--- config.mk ---
export PLATFORM = sky130hd
export DESIGN_NAME = rst_release_seq_flat
export DESIGN_NICKNAME = d
export VERILOG_FILES = /design/src/rtl/rst_release_seq_if.sv /design/src/rtl/rst_release_seq.sv /design/src/flat_wrapper.sv
export SDC_FILE = /design/constraint.sdc
export NUM_CORES = 1
export LEC_CHECK = 0
export CORE_AREA = 2 2 39 41
export CTS_BUF_LIST = sky130_fd_sc_hd__clkbuf_4 sky130_fd_sc_hd__clkbuf_8
export DETAILED_ROUTE_END_ITERATION = 12
export DIE_AREA = 0 0 41 43
export PLACE_DENSITY = 0.61
export SKIP_CTS_REPAIR_TIMING = 1
export SYNTH_ARGS = -nofsm -noshare
export SYNTH_HDL_FRONTEND = slang
export SYNTH_SLANG_ARGS = --single-unit
--- constraint.sdc ---
create_clock -name clk -period 3.4 [get_ports clk]
set_input_delay 0.68 -clock clk [delete_from_list [all_inputs] [get_ports clk]]
set_output_delay 0.68 -clock clk [all_outputs]
set_load 0.03 [all_outputs]
--- src/rtl/rst_release_seq_if.sv ---
// Soft-reset request and staged reset outputs of rst_release_seq.
interface rst_release_seq_if #(
  parameter int unsigned NUM_OUT = 3
);
  logic               ireq;
  logic [NUM_OUT-1:0] orst;
  logic               odone;
  logic               odrop;

  modport master (output ireq, input orst, input odone, input odrop);
  modport slave  (input ireq, output orst, output odone, output odrop);
endinterface

--- src/rtl/rst_release_seq.sv ---
// Reset-release sequencer: async assert, synchronized and stretched release,
// then staged per-domain deassertion with a fixed gap.
module rst_release_seq #(
  parameter int unsigned SYNC_STAGES = 2,
  parameter int unsigned HOLD_CYCLES = 4,
  parameter int unsigned NUM_OUT     = 3,
  parameter int unsigned GAP_CYCLES  = 2
) (
  input  logic             clk,
  input  logic             irst,
  rst_release_seq_if.slave bus
);

  localparam int unsigned CNT_MAX = (HOLD_CYCLES > GAP_CYCLES) ? HOLD_CYCLES : GAP_CYCLES;
  localparam int unsigned CW      = $clog2(CNT_MAX + 1);
  localparam logic [CW-1:0] HOLD_LOAD = CW'(HOLD_CYCLES - 1);
  localparam logic [CW-1:0] GAP_LOAD  = CW'(GAP_CYCLES - 1);

  typedef enum logic [1:0] {ST_SYNC, ST_HOLD, ST_REL, ST_DONE} state_t;

  state_t                 state;
  logic [SYNC_STAGES-1:0] chain;
  logic [CW-1:0]          cnt;
  logic [NUM_OUT-1:0]     orst_q;
  logic [NUM_OUT-1:0]     orst_shl;
  logic                   odone_q;
  logic                   odrop_q;

  // Releasing the next domain is a left shift of the thermometer vector.
  assign orst_shl = orst_q << 1;

  always_ff @(posedge clk or posedge irst) begin
    if (irst) begin
      state   <= ST_SYNC;
      chain   <= '1;
      cnt     <= '0;
      orst_q  <= '1;
      odone_q <= 1'b0;
      odrop_q <= 1'b0;
    end else begin
      chain   <= {chain[SYNC_STAGES-2:0], 1'b0};
      odrop_q <= bus.ireq && (state != ST_DONE);
      case (state)
        // Leave SYNC on the edge the synchronizer output becomes 0.
        ST_SYNC: begin
          if (!chain[SYNC_STAGES-2]) begin
            state <= ST_HOLD;
            cnt   <= HOLD_LOAD;
          end
        end
        ST_HOLD, ST_REL: begin
          if (cnt == '0) begin
            orst_q <= orst_shl;
            cnt    <= GAP_LOAD;
            if (orst_shl == '0) begin
              odone_q <= 1'b1;
              state   <= ST_DONE;
            end else begin
              state <= ST_REL;
            end
          end else begin
            cnt <= cnt - CW'(1);
          end
        end
        ST_DONE: begin
          if (bus.ireq) begin
            orst_q  <= '1;
            odone_q <= 1'b0;
            cnt     <= HOLD_LOAD;
            state   <= ST_HOLD;
          end
        end
        default: state <= ST_SYNC;
      endcase
    end
  end

  assign bus.orst  = orst_q;
  assign bus.odone = odone_q;
  assign bus.odrop = odrop_q;

endmodule

--- src/flat_wrapper.sv ---
// flat-port wrapper written by rule: the top's interface ports become plain ports
module rst_release_seq_flat 
#(
  parameter int unsigned SYNC_STAGES = 2,
  parameter int unsigned HOLD_CYCLES = 4,
  parameter int unsigned NUM_OUT     = 3,
  parameter int unsigned GAP_CYCLES  = 2
)
  (clk, irst, bus_ireq, bus_orst, bus_odone, bus_odrop);
  rst_release_seq_if #(.NUM_OUT(NUM_OUT)) bus_i ();
  input  logic clk;
  input  logic irst;
  input wire logic [$bits(bus_i.ireq)-1:0] bus_ireq;
  output wire logic [$bits(bus_i.orst)-1:0] bus_orst;
  output wire logic [$bits(bus_i.odone)-1:0] bus_odone;
  output wire logic [$bits(bus_i.odrop)-1:0] bus_odrop;
  assign bus_i.ireq = bus_ireq;
  assign bus_orst = bus_i.orst;
  assign bus_odone = bus_i.odone;
  assign bus_odrop = bus_i.odrop;
  rst_release_seq #(.SYNC_STAGES(SYNC_STAGES), .HOLD_CYCLES(HOLD_CYCLES), .NUM_OUT(NUM_OUT), .GAP_CYCLES(GAP_CYCLES)) u_core (.clk(clk), .irst(irst), .bus(bus_i));
endmodule
==> impl_metrics.toml, run 1 <==
[status]
status = "finished, final reports clean"

[setup_path]
cp_top_family = "buffers and inverters"
slowest_stage = "clkdlybuf4s50_1"
slowest_delay_ns = 0.67
critical_path.cell_chain = "clkdlybuf4s50_1"
crit_path_end_kind = "primary output"
critPathLaunchType = "flip-flop"
cp_num_buf_inv = 1
worst-endpoint-arrival_ns = 1.50
critPathKind = "flip-flop to primary output"
cp.required_ns = 2.72
crit_fanout = 4

[flow_run]
drv_cap = 0

[floorplan]
io_pins = 8
start_util = 0.390
dieHeight_um = 43
core_area_sq_um = 1380
placementRows = 14
dieArea_sq_um = 1760
die_width_um = 41

[hold_path]
hold_class = "flip-flop to flip-flop"

[synthesis]
synth_warnings = 0
synth_top_area_frac = 0.325
yosysMostFrequentCell = "dfrtp_1"
synth-edff-count = 0
syn_inst = 47
ys_seq_elements = 11
yosys.cell_types.count = 24
async_flop_share = 1.00
ys_top_cells_by_count = "7 x dfrtp_1, 4 x a21oi_1, 4 x dfstp_2, 3 x inv_1, 3 x nor2_1"
synth_area_leader_cell = "dfrtp_1"
ys_seq_area_frac = 0.520
synth_area_leaders = "dfrtp_1 32%, dfstp_2 19%, mux2_4 5.6%"
avgSynthCellArea_sq_um = 11.5
synth_area_sq_um = 539
syn_nets = 52
synth_flop_cell = "dfrtp_1"

[pwr]
p_switching_uw = 269
p_int_uw = 416
ir_drop_mv = 0.394
combPwrFrac = 0.518
pwr-share-seq = 0.332
p_sw_frac = 0.393
p_clk_frac = 0.150
p_total_uw = 685
p_per_area_nw_per_um2 = 1040
power_leakage_nw = 0.284

[clock_tree]
cts.clk_slew.worst_paths_ns = 0.07
cts_made_buffers = 3
htreeDepth = 1
cts_sinks = 11
cts.path.max_buffers = 2
root_buffer = "clkbuf_4"
cts_tree = "yes"
clock_latency_ns = 0.28

[cells_and_area]
finalNetCount = 64
syn_to_final_growth_pct = 22.3
n_antenna_cell = 0
drive_gt1_frac = 0.224
nFillCells = 125

[grt]
grt_antenna_before_repair = 0
grt_pass1_wl_mm = 1.53
overflow = 0
grt_pass1_vias = 351
grt_max_degree = 12
global_route.usage.total = 0.138

[sta]
fin_skew_ns = 0.00388
finalCritPeriodShare = 0.641
finalHoldViolCount = 0
layout_setup_ws_ns = 1.22
fmax_mhz = 459
hold-worst-slack_ns = 0.529
rsz0062_at_grt = "no"
fin_crit_ns = 2.18
tns_ns = 0
setup_violations = 0
maxSlewViolCount = 0

[detailed_routing]
vias_per_cell = 5.26
firstDrtPassIters = 4
drtIter0Drc = 3
route.detailed.drc = 0
wl_per_cell_um = 12.4
ant_nets = 0
wl_um = 917
vias = 389

[placed_design]
place_ws_ns = 1.46
port_buffers = 7
dp_hpwl_um = 661
routabilityCongestion = 0.706
stage by stage:
step                area, sq um  utilization  std cells
finish                      659        0.476         74
global placement            629        0.455         70
floorplan                   539            -         47
CTS                         659        0.476         74
global route                659        0.476         74
detailed placement          629        0.455         70
layout make-up:
class | count | area [sq um] | area share
Clock buffer | 4 | 30.0 | 0.0455
Inverter | 3 | 11.3 | 0.0171
Sequential cell | 11 | 280 | 0.425
Multi-Input combinational cell | 33 | 248 | 0.376
Tap cell | 16 | 20.0 | 0.0304
Timing Repair Buffer | 7 | 70.1 | 0.106
path summary, 6_finish.rpt:
check	cells after the start	slack, ns	from	end
setup / recovery	1	1.22	u_core.bus.orst[0]	bus_orst[0]
hold / removal	2	0.53	u_core.bus.orst[2]	u_core.bus.orst[2]
setup reg to reg	5	1.72	u_core.state[0]	u_core.bus.orst[0]
hold reg to reg	2	0.53	u_core.bus.orst[2]	u_core.bus.orst[2]
max in group asynchronous	2	2.39	irst	u_core.bus.orst[2]
min in group asynchronous	2	0.68	irst	u_core.state[1]
registers in the layout, indices dropped and copies added (netlist names):
name and count:
u_core.bus.orst 3, u_core.state 2, u_core.cnt 3, u_core.bus.odrop 1, u_core.bus.odone 1, u_core.chain 1
routing by layer:
metal | vias up | routed length, um | global-route usage
met5 | - | 0 | 0
met2 | 7 | 419 | 0.191
met3 | 5 | 41 | 0.0471
met4 | 0 | 38 | 0.120
li1 | 189 | - | -
met1 | 188 | 417 | 0.161
power by group through the flow:
stage	combinational, mW	clock (mW)	sequential, mW
floorplan	0.231	0	0.270
global placement	0.352	0	0.231
detailed placement	0.357	0	0.231
CTS	0.358	0.103	0.228
global route	0.394	0.111	0.235
finish	0.355	0.103	0.227
cells by family after synthesis:
kind of cell    after synthesis  synth area share
other cells                   1           0.00695
mux                           2            0.0557
flops                        11             0.520
compound gates               15             0.209
simple gates                 13             0.142
fa+ha+maj                     2            0.0464
buf+inv                       3            0.0209
cell usage in the layout (no fill, tap or decap), types with 3 or more instances in the layout:
cell type / count
clkdlybuf4s50_1: 7
inv_1: 3
dfstp_2: 4
dfrtp_1: 7
nor2_1: 3
a21oi_1: 4
clkbuf_4: 4
Note: power is estimated with default switching activity, not from simulation.
==> inputs of run 2 (changes only) <==
PLACE_DENSITY = 0.63   (was 0.61)
clock period = 1.84 ns   (was 3.4 ns; I/O delays follow)
==> impl_metrics.toml, run 2 (same netlist as run 1, synthesis figures left out) <==
[clock_tree]
cts.path.max_buffers = 2
cts_sinks = 11
cts_made_buffers = 3
cts_tree = "yes"
cts.clk_slew.worst_paths_ns = 0.07
clock_latency_ns = 0.26
htreeDepth = 1
root_buffer = "clkbuf_4"

[setup_path]
reg2reg_depth = 5
cp_num_buf_inv = 1
cp.required_ns = 1.47
critPathLaunchType = "flip-flop"
slowest_delay_ns = 0.67
critical_path.cell_chain = "clkdlybuf4s50_1"
reg2reg_from = "u_core.state[0]"
slowest_stage = "clkdlybuf4s50_1"
crit_path_end_kind = "primary output"
crit_fanout = 2
r2r-end = "u_core.bus.orst[0]"
startpoint = "u_core.bus.odone"
cp_top_family = "buffers and inverters"
worst-endpoint-arrival_ns = 1.28
critPathKind = "flip-flop to primary output"
rrSetupSlack_ns = 0.29

[detailed_routing]
ant_nets = 0
drtIter0Drc = 1
vias = 395
wl_per_cell_um = 11.5
route.detailed.drc = 0
vias_per_cell = 5.27
firstDrtPassIters = 2
wl_um = 862

[placed_design]
routabilityCongestion = 0.739
dpl_cell_area_sq_um = 637
port_buffers = 7
dp_hpwl_um = 671
place_ws_ns = 0.211

[pwr]
ir_drop_mv = 0.642
p_total_mw = 1.26
power_leakage_nw = 0.314
p_per_area_nw_per_um2 = 1870

[cells_and_area]
finalNetCount = 65
drive_gt1_frac = 0.237
layout_common_cells = "7 x dfrtp_1, 4 x a21oi_1, 4 x clkbuf_4, 4 x clkdlybuf4s50_1, 4 x dfstp_2"
stdcell_area_sq_um = 674
syn_to_final_growth_pct = 25.1
multi_input_area_sq_um = 248
nFillCells = 141
n_antenna_cell = 0
final_common_cell = "dfrtp_1"
regArea_sq_um = 280

[grt]
grt_antenna_before_repair = 0
grt_pass1_vias = 382
global_route.usage.total = 0.132
overflow = 0
grt_pass1_wl_mm = 1.53
grt_max_degree = 12

[flow_run]
drv_cap = 0

[floorplan]
dieArea_sq_um = 1760
core_area_sq_um = 1380
placementRows = 14
die_width_um = 41
start_util = 0.390
io_pins = 8
dieHeight_um = 43

[sta]
fin_skew_ns = 0.000605
rsz0062_at_grt = "no"
finalCritPeriodShare = 0.894
tns_ns = 0
fmax_mhz = 608
layout_setup_ws_ns = 0.196
finalHoldViolCount = 0
fin_crit_ns = 1.64
setup_violations = 0
maxSlewViolCount = 0
hold-worst-slack_ns = 0.390

[status]
status = "finished, final reports clean"

[hold_path]
hold_class = "primary input to async pin"
[run 2: changes by cell type in the layout (fill, tap and decap cells not counted)]
cell             change
clkdlybuf4s50_1      -3
dlymetal6s2s_1       +3
buf_4                +1
[run 2: worst max-delay path by stage]
stage / to / cells after the start / slack, ns
detailed placement: u_core.bus.orst[0] / 4 / 0.21
finish: bus_odone / 1 / 0.20
floorplan: u_core.bus.orst[0] / 5 / 0.26
global route: bus_odone / 1 / 0.14
CTS: bus_orst[0] / 1 / -0.02
global placement: u_core.bus.orst[0] / 4 / 0.21
[run 2: routing by layer]
layer	routed length [um]	vias to the layer above	GRT usage
met2	438	5	0.188
met1	379	194	0.162
met4	14	0	0.100
met3	29	2	0.0314
met5	0	-	0
li1	-	194	-
[run 2: final cells by class]
class / instances / area share
clock buffer: 4 / 0.0445
inverter: 3 / 0.0167
multi-input combinational: 33 / 0.367
sequential: 11 / 0.416
tap: 16 / 0.0297
timing repair buffer: 8 / 0.126
[run 2: stage by stage]
| stage | utilization | instances |
|---|---|---|
| final | 0.487 | 75 |
| after global routing | 0.487 | 75 |
| after CTS | 0.482 | 75 |
| after detailed placement | 0.460 | 71 |
| after global placement | 0.460 | 71 |
| after floorplan | - | 47 |
[run 2: power by group]
part,switching [mW],internal [mW]
Clock,0.0763,0.0984
Sequential,0.0706,0.349
Combinational,0.337,0.331
Total,0.484,0.778
==> inputs of run 3 (changes only) <==
GPL_TIMING_DRIVEN = 0   (was not set)
==> impl_metrics.toml, run 3 (same netlist as run 1, synthesis figures left out) <==
[pwr]
p_clk_frac = 0.143
combPwrFrac = 0.523
p_sw_frac = 0.393
ir_drop_mv = 0.593
pwr-share-seq = 0.334
p_per_area_nw_per_um2 = 1880
power_leakage_nw = 0.310
p_int_uw = 763
p_switching_uw = 493

[floorplan]
placementRows = 14
core_area_sq_um = 1380
die_width_um = 41
dieHeight_um = 43
io_pins = 8
start_util = 0.390
dieArea_sq_um = 1760

[setup_path]
rrSetupSlack_ns = 0.16
reg2reg_from = "u_core.state[0]"
worst-endpoint-arrival_ns = 1.88
cp.required_ns = 2.04
startpoint = "u_core.state[0]"
reg2reg_depth = 5
crit_fanout = 7
crit_path_end_kind = "flip-flop"
critPathLaunchType = "flip-flop"
critPathKind = "flip-flop to flip-flop"
r2r-end = "u_core.bus.orst[0]"

[sta]
fmax_mhz = 596
fin_skew_ns = 0.00168
fin_crit_ns = 1.68
rsz0062_at_grt = "no"
finalCritPeriodShare = 0.913
setup_violations = 0
hold-worst-slack_ns = 0.376
tns_ns = 0
maxSlewViolCount = 0
layout_setup_ws_ns = 0.161
finalHoldViolCount = 0

[placed_design]
dp_cells = 70
port_buffers = 7
routabilityCongestion = 0.749
dp_hpwl_um = 645
place_ws_ns = 0.169

[detailed_routing]
vias = 398
route.detailed.drc = 0
firstDrtPassIters = 6
wl_um = 909
wl_per_cell_um = 12.3
vias_per_cell = 5.38
drtIter0Drc = 5
ant_nets = 0

[grt]
grt_max_degree = 12
grtUsageMet3 = 0.0471
global_route.usage.total = 0.132
overflow = 0
busiest_layer = "met2"
grt_antenna_before_repair = 0
grt_util_met1 = 0.147
use_met2 = 0.194
grt_pass1_vias = 372
grt_pass1_wl_mm = 1.48

[cells_and_area]
drive_gt1_frac = 0.224
syn_to_final_growth_pct = 23.7
utilization = 0.482
final_cells = 74
layout_common_cells = "7 x dfrtp_1, 4 x a21oi_1, 4 x clkbuf_4, 4 x clkdlybuf4s50_1, 4 x dfstp_2"
final_common_cell = "dfrtp_1"
n_antenna_cell = 0
finalNetCount = 64

[status]
status = "finished, final reports clean"

[clock_tree]
cts_sinks = 11
clock_latency_ns = 0.27
cts_tree = "yes"
htreeDepth = 1
root_buffer = "clkbuf_4"
cts.clk_slew.worst_paths_ns = 0.07
cts_made_buffers = 3
cts.path.max_buffers = 2

[hold_path]
hold_class = "primary input to async pin"

[flow_run]
drv_cap = 0
==> run 3: final cells by class <==
type	instances	area [sq um]
multi-input combinational	33	248
sequential	11	280
fill	141	717
timing repair buffer	7	77.6
tap	16	20.0
clock buffer	4	30.0
inverter	3	11.3
==> run 3: worst max-delay path by stage <==
stage / to / slack, ns
after floorplan: u_core.bus.orst[0] / 0.26
final: u_core.bus.orst[0] / 0.16
after CTS: bus_orst[0] / -0.04
after global placement: u_core.bus.orst[0] / 0.19
after detailed placement: u_core.bus.orst[0] / 0.17
after global routing: u_core.bus.orst[0] / 0.1
==> run 3: layer usage <==
layer | up-vias | share of wire
li1 | 193 | -
met1 | 191 | 0.45
met2 | 12 | 0.49
met3 | 2 | 0.040
met4 | 0 | 0.015
met5 | - | 0
==> run 3: critical path, cell delays in order, from the launching register on <==
cell and delay [ns]:
dfrtp_1 0.36, inv_1 0.06, ha_1 0.40, mux2_4 0.32, and2_4 0.18, mux2_4 0.29
==> run 3: power by group through the flow <==
| stage | clock network, mW | logic [mW] | registers (mW) |
|---|---|---|---|
| 6_report | 0.180 | 0.657 | 0.419 |
| 5_1_grt | 0.204 | 0.715 | 0.432 |
| 4_1_cts | 0.183 | 0.666 | 0.424 |
| 3_5_place_dp | 0 | 0.662 | 0.427 |
| 3_3_place_gp | 0 | 0.653 | 0.424 |
| 2_1_floorplan | 0 | 0.426 | 0.500 |
==> run 3: stage by stage <==
| step | power [mW] | area (sq um) |
|---|---|---|
| after global placement | 1.08 | 629 |
| after detailed placement | 1.09 | 629 |
| after floorplan | 0.926 | 539 |
| after global routing | 1.35 | 667 |
| after CTS | 1.27 | 659 |
| final | 1.26 | 667 |
